$ cat config.mk
export PLATFORM = sky130hd
export DESIGN_NAME = cgol_gen_sched
export DESIGN_NICKNAME = d
export VERILOG_FILES = /design/src/rtl/cgol_gen_sched.sv
export SDC_FILE = /design/constraint.sdc
export NUM_CORES = 1
export LEC_CHECK = 0
export BUFFER_PORTS_ARGS = -buffer_cell sky130_fd_sc_hd__clkbuf_2
export CORE_ASPECT_RATIO = 1.4
export CORE_MARGIN = 2
export CORE_UTILIZATION = 49
export CTS_BUF_LIST = sky130_fd_sc_hd__clkbuf_4 sky130_fd_sc_hd__clkbuf_8
export DETAILED_ROUTE_END_ITERATION = 6
export PLACE_DENSITY_LB_ADDON = 0.12
export REMOVE_ABC_BUFFERS = 1
export SYNTH_ARGS = -nofsm -noshare
export SYNTH_HDL_FRONTEND = slang
export SYNTH_SLANG_ARGS = --single-unit
$ cat constraint.sdc
create_clock -name ph1 -period 1.9 [get_ports ph1]
set_input_delay 0.19 -clock ph1 [delete_from_list [all_inputs] [get_ports ph1]]
set_output_delay 0.19 -clock ph1 [all_outputs]
set_load 0.02 [all_outputs]
$ cat src/rtl/cgol_gen_sched.sv
// Generation scheduler for a toroidal Game-of-Life board held in two row files.
// Walks the rows through COMPUTE (read prev-state, write next-state one cycle
// later), COPY (next-state back into prev-state), a one-cycle commit, and a
// DWELL hold so the board can be displayed before the next generation.
// The commit cycle belongs to DWELL: dwell counter value 0 is the commit cycle
// (gen_done), values 1..DWELL are the display hold.
// Handshake: load_req/load_ack is level based -- load_ack stays high for as
// long as load_req is held once LOAD is entered, and drops the cycle after
// load_req falls; the external writer owns both row files only while load_ack=1.
module cgol_gen_sched #(
  parameter int WIDTH   = 8,
  parameter int REGBITS = 3,
  parameter int DWELL   = 16,
  parameter int GENBITS = 16
) (
  input  logic               ph1,
  input  logic               reset,
  input  logic               run,
  input  logic               step,
  input  logic               load_req,
  output logic               load_ack,
  output logic               busy,
  output logic [REGBITS-1:0] rd_up,
  output logic [REGBITS-1:0] rd_mid,
  output logic [REGBITS-1:0] rd_dn,
  output logic               wr_en,
  output logic [REGBITS-1:0] wr_addr,
  output logic               cp_en,
  output logic [REGBITS-1:0] cp_addr,
  output logic               gen_done,
  output logic [GENBITS-1:0] gen_count,
  output logic [2:0]         dbg_state
);

  typedef enum logic [2:0] {
    S_IDLE    = 3'd0,
    S_LOAD    = 3'd1,
    S_COMPUTE = 3'd2,
    S_COPY    = 3'd3,
    S_DWELL   = 3'd4
  } state_t;

  // COMPUTE runs one extra cycle (row counter = WIDTH) to flush the last write.
  localparam logic [REGBITS:0] ROW_LAST_COMPUTE = (REGBITS+1)'(WIDTH);
  localparam logic [REGBITS:0] ROW_LAST_COPY    = (REGBITS+1)'(WIDTH - 1);
  localparam logic [7:0]       DWELL_LAST       = 8'(DWELL);

  state_t               state_q, state_d;
  logic [REGBITS:0]     row_q, row_d;
  logic [7:0]           dwell_q, dwell_d;
  logic [GENBITS-1:0]   gen_q, gen_d;
  logic [REGBITS-1:0]   row_lo;

  assign row_lo = row_q[REGBITS-1:0];

  // State register: synchronous active-low reset dominates everything.
  always_ff @(posedge ph1) begin
    if (!reset) begin
      state_q <= S_IDLE;
      row_q   <= '0;
      dwell_q <= '0;
      gen_q   <= '0;
    end else begin
      state_q <= state_d;
      row_q   <= row_d;
      dwell_q <= dwell_d;
      gen_q   <= gen_d;
    end
  end

  // Next-state logic: sequencing of rows, dwell hold and generation count.
  always_comb begin
    state_d = state_q;
    row_d   = row_q;
    dwell_d = dwell_q;
    gen_d   = gen_q;
    case (state_q)
      S_IDLE: begin
        row_d   = '0;
        dwell_d = '0;
        if (load_req)          state_d = S_LOAD;
        else if (step || run)  state_d = S_COMPUTE;
      end
      S_LOAD: begin
        if (!load_req) state_d = S_IDLE;
      end
      S_COMPUTE: begin
        if (row_q == ROW_LAST_COMPUTE) begin
          state_d = S_COPY;
          row_d   = '0;
        end else begin
          row_d = row_q + (REGBITS+1)'(1);
        end
      end
      S_COPY: begin
        if (row_q == ROW_LAST_COPY) begin
          state_d = S_DWELL;
          row_d   = '0;
          dwell_d = '0;
          gen_d   = gen_q + GENBITS'(1);
        end else begin
          row_d = row_q + (REGBITS+1)'(1);
        end
      end
      S_DWELL: begin
        if (dwell_q == DWELL_LAST) begin
          dwell_d = '0;
          row_d   = '0;
          // A pending load wins over free-run; step is not looked at here.
          if (load_req)  state_d = S_IDLE;
          else if (run)  state_d = S_COMPUTE;
          else           state_d = S_IDLE;
        end else begin
          dwell_d = dwell_q + 8'd1;
        end
      end
      default: begin
        state_d = S_IDLE;
        row_d   = '0;
        dwell_d = '0;
      end
    endcase
  end

  // Output decode: everything is a function of the registered state only.
  always_comb begin
    load_ack = 1'b0;
    busy     = 1'b0;
    rd_up    = '0;
    rd_mid   = '0;
    rd_dn    = '0;
    wr_en    = 1'b0;
    wr_addr  = '0;
    cp_en    = 1'b0;
    cp_addr  = '0;
    gen_done = 1'b0;
    case (state_q)
      S_LOAD: load_ack = 1'b1;
      S_COMPUTE: begin
        busy = 1'b1;
        if (!row_q[REGBITS]) begin
          // WIDTH is a power of two, so address wrap is plain modular arithmetic.
          rd_mid = row_lo;
          rd_up  = row_lo - REGBITS'(1);
          rd_dn  = row_lo + REGBITS'(1);
        end
        if (row_q != '0) begin
          wr_en   = 1'b1;
          wr_addr = row_lo - REGBITS'(1);
        end
      end
      S_COPY: begin
        busy    = 1'b1;
        cp_en   = 1'b1;
        cp_addr = row_lo;
      end
      S_DWELL: begin
        busy     = 1'b1;
        gen_done = (dwell_q == 8'd0);
      end
      default: ;
    endcase
  end

  assign gen_count = gen_q;
  assign dbg_state = state_q;

endmodule

==> summary.md <==
* outcome: completed
* global route overflow: 0
* routability cong.: 0.810
* area of the placeable core: 3410 um2
* via/cell ratio: 5.56
* yosys warns: 0
* Internal Pwr Total: 1.15 mW
* netlist area before placement: 1770 um2
* switching power of the nets: 541 uW
* ordered list of cells on the worst path: buf_6, inv_4, ha_4, nor3b_1, or3_4, nor2_1, buf_4
* number of different library cells in the post-synthesis netlist: 41
* total leakage power: 1.01 nW
* Final Hold Violating Endpoints: 0
* Hold WC Path Type: in -> reg
* clock sink count: 31
* clock latency reported for the late side of the worst-skew pair: 0.28 ns
* fraction of the yosys area taken by sequential cells: 35.2%
* Die ar.: 4110 um2
* Crit path max-delay family: simple AND/OR/NAND/NOR gates
* Worst Setup Path Type: reg -> out
* async set-reset flop share out of synthesis: 0%
* top-area cell type share of the netlist area: 35.2%
* residual antenna-violating net count after detailed routing: 0
* remaining design rule violation count: 0
* setup slack on the worst flop-to-flop path: 0.03 ns
* setup repair after global routing missed its margin: yes
* Synth Instances: 220
* share of post-route cells with drive strength above 1: 35.1%
* measured slew at the worst slew-check pin: 0.517 ns
* achievable frequency: 0.528 GHz
* overall track demand over capacity in global routing: 23.0%
* via count of the first global-routing pass: 1589
* Avg Inst Size Synth: 8.02 um2
* crit path capture type: output port
* WL/cell: 13.6 um
* max-slew violation count: 0
* number of input and output port buffers inserted: 43
* relative slew slack: 65.3%
* largest cells by area after synthesis: sky130_fd_sc_hd__dfxtp_1 (35%), sky130_fd_sc_hd__nor2_1 (6.0%), sky130_fd_sc_hd__a21oi_1 (4.8%)
* combinational power share: 28.3%
* combined buffer and inverter count along the critical path: 3
* pre-CTS setup slack: 0.0886 ns
* leading cell type by number of instances after synthesis: sky130_fd_sc_hd__dfxtp_1
* number of buffers on the longest clock path: 2
* post-route fraction of the period consumed by the critical path: 99.7%
* shortest clock period the worst path allows after layout: 1.89 ns
* Area growth, synth to finish: 33.3%
* post-CTS clock slew at the launch and capture registers of the worst setup and hold paths: 0.06 ns
* type of element launching the critical path: register
* Detail Placement HPWL: 3190 um
* Max Cap Violations: 0
* starting density of the core: 51.8%
* library cell contributing the largest single delay on the critical path: sky130_fd_sc_hd__or3_4
* peak fanout along the critical path: 4
* delay of the slowest cell on the worst path: 0.37 ns
* cell at the root of the clock tree: sky130_fd_sc_hd__clkbuf_8
* 1st-pass router iterations: 4
* worst voltage drop across the vdd grid: 0.546 mV
* number of flops mapped to enable cells by yosys: 0
* share of total power in the clock network: 30.2%
* final clock skew: 0.00365 ns
* core occupancy in the finished layout: 69.0%
* Worst Slack Setup Final: 0.00663 ns
* number of core rows: 25
* overall power after layout: 1.69 mW
* violation count after the first detailed-route iteration: 26
* commonest cells in the synthesized netlist: sky130_fd_sc_hd__dfxtp_1 (31), sky130_fd_sc_hd__nor2_1 (28), sky130_fd_sc_hd__a21oi_1 (17)
* hold slack final: 0.187 ns
* boundary pin count: 44
* antenna violations before repair: 0
* ratio of total power to cell area: 719 nW/um2
* proportion of total power due to net switching: 31.9%
* sequential share of power: 41.5%
* number of vias after detailed routing: 1791
* number of diodes added for antenna fixing: 0
* CTS tree: built
* arrival time at the worst endpoint: 1.70 ns
* cell taking the most area after synthesis: sky130_fd_sc_hd__dfxtp_1
* # nets final: 292
* data required time at the worst endpoint: 1.71 ns
* total wire length: 4370 um
* H-Tree Depth: 2
* global-route wire length before repair: 6910 um
* Die Y: 75.0 um
* number of buffers inserted during clock tree synthesis: 5
* floorplan die width: 54.7 um
* final count of negative-setup-slack endpoints: 0
* most common flop cell mapped by yosys: sky130_fd_sc_hd__dfxtp_1
* number of flip-flops and latches in the synthesized netlist: 31
* largest net degree at the start of global routing: 24
-- power groups by stage --
stage | Combinational [mW] | Clock, mW | Sequential [mW]
after floorplan | 0.232 | 0 | 0.733
after global placement | 0.425 | 0 | 0.708
after detailed placement | 0.426 | 0 | 0.710
after CTS | 0.450 | 0.525 | 0.700
after global routing | 0.518 | 0.556 | 0.707
final | 0.479 | 0.511 | 0.703
-- cell type report --
type,count,area (um2)
Inverter,10,40.0
Timing Repair Buffer,70,454
Fill cell,299,1060
Clock inverter,1,5.00
Multi-Input combinational cell,164,1100
Tap cell,40,50.0
Clock buffer,6,82.6
Sequential cell,31,626
-- metal layers --
metal	vias to the layer above	wire [um]	GRT usage, %
met3	7	128	5.36
met2	28	2370	41.0
met4	0	74	10.8
met5	-	0	0
met1	847	1790	24.5
li1	909	-	-
-- final timing paths --
path | startpoint | end | cells after the start
worst min register to register | gen_count[15]$_SDFFE_PN0P_ | gen_count[15]$_SDFFE_PN0P_ | 2
worst min-delay path | reset | dbg_state[0]$_SDFFE_PN0P_ | 3
worst max-delay path | row_q[1]$_SDFFE_PN0P_ | wr_addr[0] | 7
worst max register to register | row_q[1]$_SDFFE_PN0P_ | gen_count[13]$_SDFFE_PN0P_ | 6
-- metrics by stage --
stage	instances	TNS, ns	cell area, um2
after CTS	322	-0.0350	2300
after global placement	313	0	2140
after detailed placement	313	0	2140
final	322	0	2350
after floorplan	205	-1.27	1680
after global routing	322	-0.334	2350
-- flip-flops by register name, summed over array words and instances (netlist names) --
signal	flops
dbg_state	3
dwell_q	8
gen_count	16
row_q	4
-- cell usage in the layout (no fill, tap or decap), types with 4 or more instances in the layout --
cell                       count
sky130_fd_sc_hd__clkbuf_2     34
sky130_fd_sc_hd__buf_4        30
sky130_fd_sc_hd__dfxtp_1      27
sky130_fd_sc_hd__nor2_1       26
sky130_fd_sc_hd__a21oi_1      15
sky130_fd_sc_hd__nand3_1      12
sky130_fd_sc_hd__nand2_1      10
sky130_fd_sc_hd__o21ai_0      10
sky130_fd_sc_hd__inv_1         8
sky130_fd_sc_hd__or4_1         8
sky130_fd_sc_hd__xnor2_1       7
sky130_fd_sc_hd__or3_1         7
sky130_fd_sc_hd__o31ai_1       6
sky130_fd_sc_hd__clkbuf_8      6
sky130_fd_sc_hd__and3_1        5
sky130_fd_sc_hd__xor2_1        5
sky130_fd_sc_hd__dfxtp_2       4
-- kinds of logic (layout without fill, tap and decap cells) --
group | after synthesis | in the layout | share of synthesized area [%]
AOI/OAI and AO/OA | 41 | 41 | 13.7
xor gates and xnor gates | 12 | 12 | 5.95
adders and majority gates | 5 | 5 | 3.54
buffers and inverters | 25 | 87 | 6.80
DFF | 31 | 31 | 35.2
muxes | 2 | 2 | 1.13
and+or+nand+nor | 104 | 104 | 33.7
-- worst reg2reg max path, delay by kind of cell (launching register included) --
kind	cells	cell delay, ns
AND/OR/NAND/NOR	3	1.01
flip-flops	1	0.35
adder cells (fa/ha/maj)	1	0.20
AO/OA/AOI/OAI	1	0.14
buffers and inverters	1	0.11
-- what timing repair did --
action | 4_1_cts | 5_1_grt
setup buffers | 3 | 0
gates cloned | 0 | 0
setup endpoints to repair | 6 | 25
gates resized for setup | 17 | 27
pin swaps | 4 | 2
hold buffers | 0 | 0
No activity file was read; power rests on OpenSTA's default activity.
